$ cat src/rtl/ptr_secded_pkg.sv
// Shared SECDED helpers for the fault-tolerant pointer: parity-bit count, code width,
// and a width-generic even-parity Hamming encoder (optional overall-parity MSB).
package ptr_secded_pkg;

  localparam int MAX_W   = 64;
  localparam int MAX_PAR = 6;

  typedef logic [MAX_W-1:0] word_t;

  // Smallest p with 2**p >= ptr_w + p + 1; descending scan so the smallest match wins.
  function automatic int calc_par_bits(input int ptr_w);
    int p;
    p = 0;
    for (int i = MAX_PAR; i >= 1; i--)
      if ((1 << i) >= ptr_w + i + 1) p = i;
    return p;
  endfunction

  function automatic int calc_code_w(input int ptr_w, input int secded);
    return ptr_w + calc_par_bits(ptr_w) + secded;
  endfunction

  function automatic word_t secded_encode(input int ptr_w, input int secded, input word_t data);
    word_t c;
    int    n, d, p;
    logic  par;
    p = calc_par_bits(ptr_w);
    n = ptr_w + p;
    c = '0;
    d = 0;
    for (int pos = 1; pos < MAX_W; pos++)
      if (pos <= n && (pos & (pos - 1)) != 0) begin
        c[pos-1] = data[d];
        d++;
      end
    for (int i = 0; i < MAX_PAR; i++)
      if (i < p) begin
        par = 1'b0;
        for (int pos = 1; pos < MAX_W; pos++)
          if (pos <= n && (pos & (1 << i)) != 0) par ^= c[pos-1];
        c[(1 << i) - 1] = par;
      end
    // Overall bit sits just above the Hamming positions; all higher bits are still zero.
    if (secded != 0) c[n] = ^c;
    return c;
  endfunction

endpackage

$ cat src/rtl/ptr_secded_dec.sv
// Combinational Hamming/SECDED decoder: syndrome, overall check, single-bit correction
// and error classification.
module ptr_secded_dec
  import ptr_secded_pkg::*;
#(
  parameter int  PTR_W  = 10,
  parameter int  SECDED = 1,
  localparam int P      = calc_par_bits(PTR_W),
  localparam int N      = PTR_W + P,
  localparam int CODE_W = N + SECDED
) (
  input  logic [CODE_W-1:0] i_code,
  output logic [PTR_W-1:0]  o_data,
  output logic              o_sec,
  output logic              o_ded
);

  logic [P-1:0]      w_syn;
  logic              w_ovr, w_big;
  logic [CODE_W-1:0] w_fix;
  int                d;

  always_comb begin
    w_syn = '0;
    for (int pos = 1; pos <= N; pos++)
      if (i_code[pos-1]) w_syn ^= P'(pos);
    w_ovr = (SECDED != 0) ? ^i_code : 1'b0;
    // A syndrome pointing past the last position can only come from multiple flips.
    w_big = int'(w_syn) > N;
    if (SECDED != 0) begin
      o_ded = w_big || (w_syn != '0 && !w_ovr);
      o_sec = !o_ded && w_ovr;
    end else begin
      o_ded = w_big;
      o_sec = !w_big && (w_syn != '0);
    end
    w_fix = i_code;
    for (int pos = 1; pos <= N; pos++)
      if (o_sec && w_syn == P'(pos)) w_fix[pos-1] = ~i_code[pos-1];
    o_data = '0;
    d      = 0;
    for (int pos = 1; pos <= N; pos++)
      if ((pos & (pos - 1)) != 0) begin
        o_data[d] = w_fix[pos-1];
        d++;
      end
  end

endmodule

$ cat src/rtl/ptr_secded_cnt.sv
// Fault-tolerant FIFO pointer: count kept as a SECDED codeword, decoded and scrubbed
// every cycle; uncorrectable words freeze the pointer until clr.
module ptr_secded_cnt
  import ptr_secded_pkg::*;
#(
  parameter int  PTR_W  = 10,
  parameter int  DEPTH  = 1024,
  parameter int  SECDED = 1,
  parameter int  CNT_W  = 8,
  localparam int CODE_W = calc_code_w(PTR_W, SECDED)
) (
  input  logic              clk,
  input  logic              rst_n,
  input  logic              clr,
  input  logic              inc,
  input  logic              inject_en,
  input  logic [CODE_W-1:0] inject_mask,
  output logic [PTR_W-1:0]  ptr_o,
  output logic [CODE_W-1:0] code_o,
  output logic              wrap_o,
  output logic              sec_err_o,
  output logic              ded_err_o,
  output logic [CNT_W-1:0]  err_cnt_o
);

  logic [CODE_W-1:0] r_code, w_base, w_next, w_enc_inc, w_enc_cur;
  logic [PTR_W-1:0]  w_ptr, w_ptr_inc;
  logic              w_sec, w_ded, w_at_max, w_wrap_evt;
  logic              r_wrap, r_sec, r_ded;
  logic [CNT_W-1:0]  r_cnt;

  ptr_secded_dec #(.PTR_W(PTR_W), .SECDED(SECDED)) u_dec (
    .i_code (r_code),
    .o_data (w_ptr),
    .o_sec  (w_sec),
    .o_ded  (w_ded)
  );

  assign w_at_max  = (w_ptr == PTR_W'(DEPTH - 1));
  assign w_ptr_inc = w_at_max ? '0 : w_ptr + PTR_W'(1);
  assign w_enc_inc = CODE_W'(secded_encode(PTR_W, SECDED, MAX_W'(w_ptr_inc)));
  assign w_enc_cur = CODE_W'(secded_encode(PTR_W, SECDED, MAX_W'(w_ptr)));

  always_comb begin
    w_base = r_code;
    if (clr)        w_base = '0;
    else if (w_ded) w_base = r_code;
    else if (inc)   w_base = w_enc_inc;
    else if (w_sec) w_base = w_enc_cur;
    // Injection corrupts whatever is written, including hold and clear.
    w_next = w_base ^ (inject_en ? inject_mask : '0);
  end

  assign w_wrap_evt = !clr && !w_ded && inc && w_at_max;

  always_ff @(posedge clk or negedge rst_n) begin
    if (!rst_n) begin
      r_code <= '0;
      r_wrap <= 1'b0;
      r_sec  <= 1'b0;
      r_ded  <= 1'b0;
      r_cnt  <= '0;
    end else begin
      r_code <= w_next;
      r_wrap <= w_wrap_evt;
      r_sec  <= w_sec && !clr;
      if (clr)        r_ded <= 1'b0;
      else if (w_ded) r_ded <= 1'b1;
      if (clr)                         r_cnt <= '0;
      else if (w_sec && r_cnt != '1)   r_cnt <= r_cnt + CNT_W'(1);
    end
  end

  assign ptr_o     = w_ptr;
  assign code_o    = r_code;
  assign wrap_o    = r_wrap;
  assign sec_err_o = r_sec;
  assign ded_err_o = r_ded;
  assign err_cnt_o = r_cnt;

endmodule

$ cat config.mk
export PLATFORM = sky130hd
export DESIGN_NAME = ptr_secded_cnt
export DESIGN_NICKNAME = d
export VERILOG_FILES = /design/src/rtl/ptr_secded_pkg.sv /design/src/rtl/ptr_secded_dec.sv /design/src/rtl/ptr_secded_cnt.sv
export SDC_FILE = /design/constraint.sdc
export NUM_CORES = 1
export LEC_CHECK = 0
export ABC_CLOCK_PERIOD_IN_PS = 6800
export CORE_MARGIN = 1.5
export CORE_UTILIZATION = 45
export DETAILED_ROUTE_END_ITERATION = 8
export PLACE_DENSITY = 0.8
export SLEW_MARGIN = 40
export SYNTH_ARGS = -nofsm -noshare
export SYNTH_HDL_FRONTEND = slang
export SYNTH_SLANG_ARGS = --single-unit
$ cat constraint.sdc
create_clock -name clk -period 6.8 [get_ports clk]
set_input_delay 1.36 -clock clk [delete_from_list [all_inputs] [get_ports clk]]
set_output_delay 1.36 -clock clk [all_outputs]
set_load 0.01 [all_outputs]
* Word-level counts from Yosys, hierarchy flattened
Cells that the tools add are included.
** Storage, ports and cells
- Flip-flop bits (word level) :: 26
- Bits of input ports :: 20
- Output and inout port bits :: 36
- Logic and storage cells :: 145
** Cells by class
- Add/subtract/negate cells :: 2
- Magnitude comparators :: 1
- Equality and inequality tests :: 12
- Muxes and demuxes :: 34
- Bitwise gates (word level) :: 64
- Reduce and logical (&&, ||, !) cells :: 27
** Operator list (number)
- 64-bit parity :: 2
- 15-bit two-way mux :: 5
- 1-bit bitwise XOR :: 40
- 4-bit two-way mux :: 7
- 4-bit == test, second input constant :: 6
- 1-bit logical AND :: 17
- 8-bit two-way mux :: 2
- 15-bit parity :: 1
- 15-bit bitwise XOR :: 1
- 1-bit two-way mux :: 13
- 4-bit by 3-bit == test with 1-bit output, second input constant :: 3
- 3-bit two-way mux :: 4
- 2-bit inverter :: 6
- 3-bit inverter :: 4
- 10-bit by 1-bit adder with 10-bit output, second input constant :: 1
- 10-bit == test, second input constant :: 1
- 10-bit two-way mux :: 1
- 1-bit inverter :: 10
- 8-bit by 1-bit adder with 8-bit output, second input constant :: 1
- 8-bit != test, second input constant :: 1
- 4-bit by 2-bit == test with 1-bit output, second input constant :: 1
- 4-bit > comparator, second input constant :: 1
- 2-bit two-way mux :: 2
- 2-bit nonzero test :: 2
- other kinds (4) :: 8

* Longest topological paths before layout
Gate-level depths: netlist of the first run.
- Depth after elaboration :: 43
- Gate-level depth with buffers :: 20
- Mapped depth without buffers :: 18

* Hierarchy
From an unflattened synthesis of the first run, not the netlist that was laid out.
** Second synthesis, totals
- Cell total of the unflattened synthesis :: 326
- Area, all modules :: 2832.7 um^2
** By module, submodules not included
- ptr_secded_cnt :: times used 1, cells an instance 266, area each 2223.4 um^2, sequential area each 650.6 um^2
- ptr_secded_dec :: times used 1, cells an instance 60, area each 609.3 um^2, sequential area each 0.0 um^2

* Least setup slack after synthesis of the first run
No wires, ideal clock.
- Path kind :: reg-to-reg
- Start point :: reg r_code[4], in the netlist code_o[4]
- End point :: reg r_code[14], in the netlist code_o[14]
- Setup time :: 79 ps
- Data arrival time :: 4728 ps
- Required time :: 6721 ps
- Slack :: 1993 ps
- Cell stages (with the launch flop) :: 18
- Buffers on the path :: 0
- Clock period less this slack :: 4807 ps
- Cell sequence :: dfrtp_1 xnor3_1 xnor3_2 xnor2_4 mux2i_1 nor2_1 xnor2_2 inv_1 ha_1 nand3_1 xor2_1 xnor2_1 mux2i_1 nor3_1 a211o_2 xnor3_1 o21ai_1 xor2_1
** On the way
- Word-level cells in the longest chain between the ends :: 34
- Elaborated cells on any way between the ends :: 106
- Classes of those cells :: add/sub: 1; order compare: 1; eq/ne: 11; mux: 25; bitwise: 49; reduce/logical: 19
** Ends and longest elaborated chain
- start: declaration :: RTL line ptr_secded_cnt.sv:26 : logic [CODE_W-1:0] r_code, w_base, w_next, w_enc_inc, w_enc_cur;
- start signal: assignment :: RTL line ptr_secded_cnt.sv:64 : r_code <= w_next;
- parallel branches: the longest is 20 deep, another holds 4-bit two-way mux
- 1-bit logical AND * :: RTL line ptr_secded_dec.sv:39 : if (o_sec && w_syn == P'(pos)) w_fix[pos-1] = ~i_code[pos-1];
- 1-bit two-way mux * :: RTL line ptr_secded_dec.sv:39
- net ptr_o[5] :: RTL line ptr_secded_cnt.sv:18 : output logic [PTR_W-1:0] ptr_o,
- 10-bit by 1-bit adder with 10-bit output / 10-bit == test (equally long branches) :: RTL line ptr_secded_cnt.sv:40, ptr_secded_cnt.sv:39
- 10-bit two-way mux :: RTL line ptr_secded_cnt.sv:40 : assign w_ptr_inc = w_at_max ? '0 : w_ptr + PTR_W'(1);
- 1-bit bitwise XOR (5 in a row) :: RTL line ptr_secded_pkg.sv:40 : if (pos <= n && (pos & (1 << i)) != 0) par ^= c[pos-1];
- 64-bit parity :: RTL line ptr_secded_pkg.sv:44 : if (secded != 0) c[n] = ^c;
- 15-bit two-way mux * :: RTL line ptr_secded_cnt.sv:48 : else if (inc) w_base = w_enc_inc;
- 15-bit two-way mux * :: RTL line ptr_secded_cnt.sv:47 : else if (w_ded) w_base = r_code;
- 15-bit two-way mux * :: RTL line ptr_secded_cnt.sv:46 : if (clr) w_base = '0;
- 15-bit bitwise XOR * :: RTL line ptr_secded_cnt.sv:51 : w_next = w_base ^ (inject_en ? inject_mask : '0);
- net w_next[14] :: RTL line ptr_secded_cnt.sv:26
Mark *: on every way through the listed nets, which the timed path passes.
A chain may end at the register's enable or synchronous reset.

* Worst setup path after layout of the first run
- Start point :: reg r_code[4], in the netlist code_o[4]
- End point :: reg r_code[14], in the netlist code_o[14]
** On the way
- Word-level cells in the longest chain between the ends :: 34
- Elaborated cells on any way between the ends :: 106
- Classes of those cells :: add/sub: 1; order compare: 1; eq/ne: 11; mux: 25; bitwise: 49; reduce/logical: 19
** Ends and longest elaborated chain (RTL line)
- parallel branches: the longest is 31 deep, another holds 4-bit two-way mux
- 15-bit two-way mux * :: ptr_secded_cnt.sv:47
- 15-bit two-way mux * :: ptr_secded_cnt.sv:46
- 15-bit bitwise XOR * :: ptr_secded_cnt.sv:51
- net w_next[14] :: ptr_secded_cnt.sv:26
Marked as above.

==> results of run 1 <==
[metal layers]
metal  vias to the layer above  track usage [%]  part of all wire, %
li1                       1305                -                    -
met1                      1348             32.2                   42
met2                       121             40.0                   48
met3                        21             2.85                  6.9
met4                         0             8.06                  2.8
met5                         -                0                    0
[cell usage after synthesis (all sizes together) (7+ instances only)]
| cell type | count | area, um^2 |
|---|---|---|
| a211oi | 9 | 72.6 |
| a21oi | 8 | 40.0 |
| buf | 7 | 38.8 |
| clkbuf | 10 | 37.5 |
| dfrtp | 26 | 651 |
| inv | 13 | 48.8 |
| mux2i | 13 | 130 |
| nand2 | 37 | 139 |
| nand3 | 9 | 45.0 |
| nor2 | 40 | 150 |
| nor3 | 7 | 46.3 |
| o21ai | 18 | 90.1 |
| or3 | 10 | 67.6 |
| xnor2 | 55 | 516 |
| xnor3 | 7 | 159 |
| xor2 | 22 | 234 |
[kinds of logic after synthesis]
group / share of synthesized area (%)
adder cells (fa/ha/maj): 2.08
multiplexers: 4.84
buffers and inverters: 4.17
XOR/XNOR: 31.8
AO/OA/AOI/OAI: 14.3
flip-flops: 21.7
AND/OR/NAND/NOR: 21.1
[how the worst max path moves through the flow]
stage / startpoint / end / slack, ns
finish: code_o[4]$_DFF_PN0_ / code_o[14]$_DFF_PN0_ / 1.28
global route: code_o[4]$_DFF_PN0_ / code_o[14]$_DFF_PN0_ / 0.98
CTS: code_o[4]$_DFF_PN0_ / code_o[14]$_DFF_PN0_ / 1.39
detailed placement: code_o[4]$_DFF_PN0_ / code_o[14]$_DFF_PN0_ / 1.41
global placement: code_o[4]$_DFF_PN0_ / code_o[14]$_DFF_PN0_ / 1.56
floorplan: code_o[4]$_DFF_PN0_ / code_o[14]$_DFF_PN0_ / 1.99
[flip-flops by register name, summed over array words and instances, names as in the netlist]
signal / flops
wrap_o: 1
ded_err_o: 1
code_o: 15
err_cnt_o: 8
sec_err_o: 1
[tightest hold or removal path: stages (launching register included)]
cell and delay (ns):
sky130_fd_sc_hd__dfrtp_1 0.40, sky130_fd_sc_hd__inv_1 0.06, sky130_fd_sc_hd__a21oi_1 0.06
[cell type report]
type / count / area (um^2) / area share [%]
Multi-Input combinational cell: 294 / 2230 / 60.8
Sequential cell: 26 / 651 / 17.8
Timing Repair Buffer: 58 / 568 / 15.5
Tap cell: 77 / 96.3 / 2.63
Inverter: 13 / 48.8 / 1.33
Clock buffer: 3 / 41.3 / 1.13
Clock inverter: 1 / 30.0 / 0.819
[through the flow]
stage               cell area (um^2)  cells  setup slack (ns)
detailed placement              3590    468              1.41
floorplan                       3000    350              1.99
global route                    3660    472             0.980
finish                          3660    472              1.28
global placement                3600    468              1.56
CTS                             3660    472              1.39
==> impl_metrics.ini, run 1 <==
[route]
drt_drc_violations_left = 0
via_count = 2795
route.final.wire_length_um = 8500
detail_route.iter0.violations = 197
drt-wirelength-per-cell_um = 18.0
drt_first_pass_iters = 5
avgViaCountPerCell = 5.92
ant_nets = 0

[setup_path]
required_ns = 7.00
worst-path-stages = 16
critical_path.slowest_cell = sky130_fd_sc_hd__xnor2_2
critical_path.max_stage_delay_ns = 0.55
worst_r2r_endpoint = code_o[14]$_DFF_PN0_
critical_path.top_delay_family = XOR/XNOR gates
timing.critical_path.to_type = flop
crit_buf_inv = 1
crit_chain = xnor3_1 > xnor3_2 > xnor2_4 > mux2i_1 > nor2_1 > xnor2_2 > inv_1 > ha_1 > and3_1 > nand2_1 > o21ai_1 > xor2_1 > xnor2_1 > xnor3_1 > o21ai_1 > xor2_1
critical_path_arrival_ns = 5.72
critical_path.reg2reg.startpoint = code_o[4]$_DFF_PN0_
reg2regPathDepth = 16
cp_max_fo = 10
critPathKind = reg2reg
crit_path_start_kind = flop
r2r_slack_ns = 1.28

[finish]
mostFrequentLayoutCell = sky130_fd_sc_hd__clkdlybuf4s50_1
syn2layout_area_growth_pct = 22.1
fillerInstances = 584
layout.core_utilization_pct = 57.4
antennaDiodeCount = 0
final_nets = 421
layout_common_cells = 54 x sky130_fd_sc_hd__clkdlybuf4s50_1, 52 x sky130_fd_sc_hd__xnor2_1, 40 x sky130_fd_sc_hd__nor2_1, 37 x sky130_fd_sc_hd__nand2_1, 26 x sky130_fd_sc_hd__dfrtp_1
drive_gt1_share_pct = 7.59

[floorplanning]
fp.dieArea_um2 = 7170
initial_core_util_pct = 47.0
die_width_um = 84.7
io_pins = 56
overall_die_height_um = 84.7
rows = 29
core_um2 = 6390

[synth]
synth_cell_types = 58
synth.ff_latch_count = 26
synth_fp_nets = 375
mean_cell_area_of_the_mapped_netlist_um2 = 8.58
synth-async-reset-ratio_pct = 100
post_synth_inst_count = 350
ys.warnings.count = 0
synth_top_flop_cell = sky130_fd_sc_hd__dfrtp_1
synth_edf_count = 0
syn-cell-area_um2 = 3000
synth_sequential_area_ratio_pct = 21.7

[sta]
worst_margin_pin_slew_ns = 0.751
timing.final.max_slew_violations = 0
max_clock_freq_mhz = 181
report.final.hold_viol_count = 0
setup_viol = 0
fin_worst_skew_ns = 0.00436
layout_min_cycle_time_ns = 5.52
period_share_pct = 81.1
timing.slew.headroom_pct = 49.8
holdWs_ns = 0.556
grt_setup_unrepaired = false
tns_ns = 0

[global_route]
via_count_of_the_first_global_routing_pass = 2627
grt_start_max_net_pins = 28
antenna_found_initial = 0
globalRouteOverflowTotal = 0
grt.total_usage_pct = 23.9
global_route_wire_length_before_repair_um = 13600

[hold_path]
holdCritStartpoint = ded_err_o$_DFFE_PN0P_
min-delay-path-class = reg2reg
min_delay_worst_endpoint = ded_err_o$_DFFE_PN0P_
worstHoldPathCells = 2

[job]
maxCapViolations = 0

[placement]
gp_congestion = 0.959
dp.final_hpwl_um = 6650
port-buffer-count = 55

[cts]
tritoncts = done
cts_max_path_buffers = 2
post_cts_buffers = 0
clkSinkCount = 26
clkLatencyLatePin_ns = 0.27
ctsHoldBuffers = 0
cts_max_level = 1
number_of_buffers_created_by_cts = 3
post_cts.resized_instances = 0
worst_setup_hold_path_clk_slew_ns = 0.09
clk_root_buffer_cell = sky130_fd_sc_hd__clkbuf_8

[run_status]
status = complete, no violations
Power of run 1 is not shown: default switching activity piles up to over one toggle a cycle in this logic, so the estimate is an artifact.
==> inputs of run 2 (changes only) <==
ABC_CLOCK_PERIOD_IN_PS = 5100   (was 6800)
clock period = 5.1 ns   (was 6.8 ns; I/O delays follow)
==> run 2 against run 1 <==
Critical path depth increased by 1. Highest routed layer unchanged. Critical endpoint unchanged. Routed wire length increased by 4.4%. Count of clock-buffer cells in the layout up 1. Non-clock buffer count increased by 17. Global-route usage grew 0.86 points.
==> impl_metrics.ini, run 2 (synthesis results as in run 1) <==
[finish]
fillerInstances = 547
final_nets = 438
drive_gt1_share_pct = 12.6
antennaDiodeCount = 0
mostFrequentLayoutCell = sky130_fd_sc_hd__clkdlybuf4s50_1
syn2layout_area_growth_pct = 26.9
largest_reg_flops = 15
layout_common_cells = 54 x sky130_fd_sc_hd__clkdlybuf4s50_1, 52 x sky130_fd_sc_hd__xnor2_1, 39 x sky130_fd_sc_hd__nor2_1, 37 x sky130_fd_sc_hd__nand2_1, 25 x sky130_fd_sc_hd__dfrtp_1

[sta]
worst_margin_pin_slew_ns = 0.673
setup_viol = 0
fin_worst_skew_ns = 0.00568
timing.final.max_slew_violations = 0
layout_min_cycle_time_ns = 4.87
period_share_pct = 95.5
grt_setup_unrepaired = false
timing.slew.headroom_pct = 55.0
tns_ns = 0
max_clock_freq_mhz = 205
report.final.hold_viol_count = 0

[run_status]
status = complete, no violations

[floorplanning]
fp.dieArea_um2 = 7170
die_width_um = 84.7
io_pins = 56
core_um2 = 6390
rows = 29
initial_core_util_pct = 47.0
overall_die_height_um = 84.7

[cts]
worst_setup_hold_path_clk_slew_ns = 0.09
post_cts_buffers = 0
cts_max_path_buffers = 2
clk_root_buffer_cell = sky130_fd_sc_hd__clkbuf_8
tritoncts = done
clkLatencyLatePin_ns = 0.28
cts_max_level = 1
clkSinkCount = 26
number_of_buffers_created_by_cts = 3

[route]
drt_drc_violations_left = 0
detail_route.iter0.violations = 214
route.final.wire_length_um = 8870
avgViaCountPerCell = 5.92
ant_nets = 0
drt_first_pass_iters = 5
via_count = 2893
drt-wirelength-per-cell_um = 18.1

[setup_path]
timing.critical_path.to_type = flop
crit_path_start_kind = flop
critical_path_arrival_ns = 5.08
critPathKind = reg2reg
cp_max_fo = 12
required_ns = 5.31

[global_route]
grt_start_max_net_pins = 28
globalRouteOverflowTotal = 0
via_count_of_the_first_global_routing_pass = 2775
global_route_wire_length_before_repair_um = 14100
antenna_found_initial = 0
grt.total_usage_pct = 24.8

[placement]
gp_congestion = 0.931
port-buffer-count = 55
dp.final_hpwl_um = 6940

[hold_path]
min-delay-path-class = reg2reg

[job]
maxCapViolations = 0
[run 2: layout make-up]
cell class / instances / area (um^2) / share of cell area [%]
Tap cell: 77 / 96.3 / 2.53
Inverter: 13 / 48.8 / 1.28
Multi-Input combinational cell: 294 / 2260 / 59.4
Clock buffer: 4 / 55.1 / 1.45
Sequential cell: 26 / 652 / 17.1
Timing Repair Buffer: 75 / 696 / 18.3
[run 2: path summary, 6_finish.rpt]
path / startpoint / end / depth (start not counted) / slack [ns]
worst max register to register: code_o[2]$_DFF_PN0_ / code_o[14]$_DFF_PN0_ / 17 / 0.23
max in group asynchronous: rst_n / code_o[2]$_DFF_PN0_ / 2 / 3.72
worst min-delay path: ded_err_o$_DFFE_PN0P_ / ded_err_o$_DFFE_PN0P_ / 2 / 0.54
worst max-delay path: code_o[2]$_DFF_PN0_ / code_o[14]$_DFF_PN0_ / 17 / 0.23
min in group asynchronous: rst_n / code_o[10]$_DFF_PN0_ / 2 / 1.10
worst min register to register: ded_err_o$_DFFE_PN0P_ / ded_err_o$_DFFE_PN0P_ / 2 / 0.54
[run 2: worst max-delay path, stage by stage (launching register included)]
cell and delay [ns]:
sky130_fd_sc_hd__dfrtp_2 0.47, sky130_fd_sc_hd__xnor3_1 0.37, sky130_fd_sc_hd__xnor3_2 0.45, sky130_fd_sc_hd__xnor2_4 0.31, sky130_fd_sc_hd__mux2_4 0.41, sky130_fd_sc_hd__or3_4 0.41, sky130_fd_sc_hd__nand2_1 0.12, sky130_fd_sc_hd__ha_1 0.28
sky130_fd_sc_hd__xor2_1 0.19, sky130_fd_sc_hd__xnor2_1 0.32, sky130_fd_sc_hd__xnor2_1 0.20, sky130_fd_sc_hd__xnor2_1 0.15, sky130_fd_sc_hd__nand2_1 0.09, sky130_fd_sc_hd__xnor2_1 0.28, sky130_fd_sc_hd__xnor2_1 0.19, sky130_fd_sc_hd__xnor3_1 0.25
sky130_fd_sc_hd__o21ai_1 0.16, sky130_fd_sc_hd__xor2_1 0.16
[run 2: what timing repair did]
item                                    CTS  global route
gates resized for setup                   0             7
endpoints found under the setup margin    0             3
hold buffers                              0             0
[run 2: metrics by stage]
stage	std cells	setup slack [ns]	area [um^2]	hold WS [ns]	utilization, %
6_report	489	0.228	3810	0.541	59.6
5_1_grt	489	0.00576	3810	0.596	59.6
4_1_cts	489	0.0912	3780	0.546	59.1
3_5_place_dp	485	0.152	3720	0.532	58.3
3_3_place_gp	485	0.248	3730	0.522	58.3
2_1_floorplan	350	0.293	3000	0.544	-
[run 2: per-layer routing]
layer / up-vias / track usage [%] / share of wire (%) / wire [um]
met4: 0 / 7.62 / 2.6 / 230
met5: - / 0 / 0 / 0
met3: 19 / 2.65 / 7.1 / 626
met1: 1378 / 33.1 / 40 / 3550
met2: 155 / 42.4 / 50 / 4470
li1: 1341 / - / - / -
Power of run 2 is left out for the same reason.
==> inputs of run 3 (changes only) <==
SLEW_MARGIN = 20   (was 40)
==> run 3 against run 2 <==
Via count decreased by 3.6%. Critical path depth decreased by 1. Maximum frequency increased by 0.20%. Critical endpoint unchanged. Routed wire length decreased by 2.9%. Highest routed layer unchanged.
==> impl_metrics.ini, run 3 (synthesis results as in run 1) <==
[run_status]
status = complete, no violations

[setup_path]
critical_path.top_delay_family = XOR/XNOR gates
critical_path_arrival_ns = 5.07
crit_start = code_o[2]$_DFF_PN0_
r2r_slack_ns = 0.24
timing.critical_path.to_type = flop
critical_path.slowest_cell = sky130_fd_sc_hd__dfrtp_2
worst-path-stages = 16
reg2regPathDepth = 16
crit_buf_inv = 0
crit_path_start_kind = flop
required_ns = 5.30
worstSetupEndpoint = code_o[14]$_DFF_PN0_
cp_max_fo = 12
critPathKind = reg2reg
worst_r2r_endpoint = code_o[14]$_DFF_PN0_
critical_path.max_stage_delay_ns = 0.48
crit_chain = xnor3_1 > xnor3_2 > xnor2_4 > mux2_4 > or3_4 > nand2_1 > ha_1 > nand3_1 > xor2_1 > xnor2_1 > mux2i_1 > nor3_1 > a211o_2 > xnor3_1 > o21ai_1 > xor2_1
critical_path.reg2reg.startpoint = code_o[2]$_DFF_PN0_

[finish]
largest_reg_flops = 15
mostFrequentLayoutCell = sky130_fd_sc_hd__clkdlybuf4s50_1
fillerInstances = 555
syn2layout_area_growth_pct = 26.7
layout_common_cells = 55 x sky130_fd_sc_hd__clkdlybuf4s50_1, 52 x sky130_fd_sc_hd__xnor2_1, 39 x sky130_fd_sc_hd__nor2_1, 37 x sky130_fd_sc_hd__nand2_1, 25 x sky130_fd_sc_hd__dfrtp_1
antennaDiodeCount = 0
final_nets = 438
final_instance_count_without_filler_cells = 489
drive_gt1_share_pct = 12.4

[global_route]
antenna_found_initial = 0
grt.total_usage_pct = 24.3
grt.busiest_layer = met2
grtUsageMet2_pct = 42.1
global_route_wire_length_before_repair_um = 13800
globalRouteOverflowTotal = 0
via_count_of_the_first_global_routing_pass = 2746
grt.met1_usage_pct = 32.0
grtUsageMet3_pct = 2.65
grt_start_max_net_pins = 28

[floorplanning]
initial_core_util_pct = 47.0
overall_die_height_um = 84.7
fp.dieArea_um2 = 7170
io_pins = 56
rows = 29
core_um2 = 6390
die_width_um = 84.7

[hold_path]
worstHoldPathCells = 2
min-delay-path-class = reg2reg
holdCritStartpoint = ded_err_o$_DFFE_PN0P_

[cts]
tritoncts = done
clkLatencyLatePin_ns = 0.27
cts_max_path_buffers = 2
number_of_buffers_created_by_cts = 3
clkSinkCount = 26
ctsHoldBuffers = 0
cts_max_level = 1
worst_setup_hold_path_clk_slew_ns = 0.09
clk_root_buffer_cell = sky130_fd_sc_hd__clkbuf_8

[placement]
port-buffer-count = 55
dp.final_hpwl_um = 6890
dp_cells = 485
gp_congestion = 0.931

[sta]
fin_worst_skew_ns = 0.00200
tns_ns = 0
timing.final.max_slew_violations = 0
layout_min_cycle_time_ns = 4.86
max_clock_freq_mhz = 206
setup_viol = 0
worst_margin_pin_slew_ns = 0.990
period_share_pct = 95.4
timing.slew.headroom_pct = 33.8
report.final.hold_viol_count = 0

[route]
route.final.wire_length_um = 8620
via_count = 2788
drt-wirelength-per-cell_um = 17.6
avgViaCountPerCell = 5.70
ant_nets = 0
drt_drc_violations_left = 0
drt_first_pass_iters = 5
detail_route.iter0.violations = 249

[job]
maxCapViolations = 0
-- run 3: cell count changes in the layout (fill, tap and decap cells not counted), sizes merged --
| cell | previous run | this run |
|---|---|---|
| buf | 21 | 20 |
| clkdlybuf4s50 | 54 | 55 |
-- run 3: cell type report --
class                   count  area [um^2]  area share (%)
clock buffers               4         55.1            1.45
inverters                  13         48.8            1.28
multi-input cells         294         2250            59.2
flip-flops and latches     26          652            17.1
well taps                  77         96.3            2.53
repair buffers             75          701            18.4
-- run 3: worst min-delay path by stage --
stage | end | slack [ns]
floorplan | ded_err_o$_DFFE_PN0P_ | 0.54
global placement | ded_err_o$_DFFE_PN0P_ | 0.52
detailed placement | ded_err_o$_DFFE_PN0P_ | 0.53
CTS | ded_err_o$_DFFE_PN0P_ | 0.55
global route | ded_err_o$_DFFE_PN0P_ | 0.58
finish | ded_err_o$_DFFE_PN0P_ | 0.54
-- run 3: repair_timing --
item	CTS	global route
setup endpoints to repair	0	4
gates resized for setup	0	6
buffers inserted	0	0
-- run 3: worst register-to-register path, delay by kind of cell, from the launching register on --
kind                     cells  cell delay, ns
XOR/XNOR                     7            2.16
adder cells (fa/ha/maj)      1            0.30
multiplexers                 2            0.64
flip-flops                   1            0.48
AO/OA/AOI/OAI                2            0.52
AND/OR/NAND/NOR              4            0.70
-- run 3: per-layer routing --
metal	share of wire, %	vias up
met5	0	-
met1	43	1341
met2	50	89
li1	-	1339
met4	2.6	0
met3	5.1	19
-- run 3: metrics by stage --
step	utilization, %	setup WS [ns]	hold WS, ns	cell area, um^2
floorplan	-	0.293	0.544	3000
global placement	58.3	0.248	0.522	3730
detailed placement	58.3	0.0954	0.534	3730
CTS	59.2	0.0730	0.546	3780
global route	59.5	-0.00614	0.579	3800
finish	59.5	0.237	0.544	3800
Power of run 3 is left out for the same reason.
==> patch: new RTL, settings of run 2 <==
Make the reset (`rst_n`) synchronous in one clocked block.
--- a/src/rtl/ptr_secded_cnt.sv
+++ b/src/rtl/ptr_secded_cnt.sv
@@ -54,5 +54,5 @@
   assign w_wrap_evt = !clr && !w_ded && inc && w_at_max;
 
-  always_ff @(posedge clk or negedge rst_n) begin
+  always_ff @(posedge clk) begin
     if (!rst_n) begin
       r_code <= '0;
Formal check against the unedited RTL: not equivalent (a bounded check fails within 4 cycles, from zero or initial values and one cycle with rst_n low; the reset may be asserted at any time).
==> patch against run 2 <==
  * Area after synthesis up 9.6%
  * Clock skew is 0.0058 ns higher
  * Critical path depth fell by 1
  * Routed wire length rose by 16%
  * Setup slack better by 0.052 ns
  * Fmax rose by 1.1%
  * Via count grew 10%
  * Sequential cell count stayed put
  * Cell area up 6.9%
  * Highest routed layer unchanged
Power is left out: the tool's default activity adds up to more than one toggle a clock period on the data nets, which glitch-free logic cannot reach.
==> patch: results (changes against run 2) <==
| Metric | Value |
|---|---|
| Unique masters post-synth | `66 (+14%)` |
| Critical path fanouts, max | `7 (-5)` |
| Buffers outside the clock class | `77 (+2.7%)` |
| Crit-path max cell delay | `0.56 ns (+0.09 ns)` |
| Cell total after placement | `550 (+13%)` |
| Asr flop ratio synth | `0 (-1.00)` |
| Vias per cell | `5.75 (-2.8%)` |
| Seq/total area | `0.128 (-0.0430)` |
| GRT Total Usage | `0.270 (+0.0216)` |
| WL met3 | `612 µm (-2.2%)` |
| Layout cells sized above 1 | `0.111 (-0.0149)` |
| Clk_skew | `0.0115 ns (+0.00577 ns)` |
| Vias in the first global route | `3009 (+8.4%)` |
| Die X | `88.5 µm (+4.5%)` |
| Synth top area cells | `dfxtp_1 16%, xnor2_1 14%, xor2_1 5.3%` |
| Syn avg cell area | `8.23 µm² (-4.1%)` |
| Sequential share of the synthesized area | `0.158 (-0.0586)` |
| FILL cells | `632 (+16%)` |
| Final instance area | `4070 µm² (+6.9%)` |
| FF-to-FF path depth | `16 (-1)` |
| Total number of vias | `3186 (+10%)` |
| Outcome | `finished clean` |
| Worst Max-Slew Pin Slew | `0.752 ns (+0.0787 ns)` |
| HPWL after DPL | `8120 µm (+17%)` |
| Multi-input combinational area share | `0.643 (+0.0496)` |
| First-pass GRT wire length | `16000 µm (+14%)` |
==> patch: cell count changes after synthesis, sizes merged, moves of 9 or more <==
| cell | run 2 | this run |
|---|---|---|
| and2 | 5 | 17 |
| dfrtp | 26 | 0 |
| dfxtp | 0 | 26 |
| nand2 | 37 | 46 |
| o21ai | 18 | 9 |
==> patch: per-layer routing <==
layer | global-route usage | vias to the layer above
met5 | 0 | -
met4 | 0.0611 | 0
met3 | 0.0168 | 21
met2 | 0.456 | 148
met1 | 0.379 | 1503
li1 | - | 1514
==> patch: logic make-up (layout without fill, tap and decap cells) <==
family	count (synthesis)	in the layout
and+or+nand+nor	157	157
xor gates and xnor gates	93	93
AOI/OAI and AO/OA	70	70
buffers and inverters	35	93
DFF	26	26
muxes	14	14
adders and majority gates	5	5
==> patch: worst paths after layout <==
check                           slack (ns)         end      start
worst max register to register        0.28  code_o[14]  code_o[3]
worst max-delay path                  0.28  code_o[14]  code_o[3]
worst min register to register        0.46   ded_err_o  ded_err_o
worst min-delay path                  0.46   ded_err_o  ded_err_o
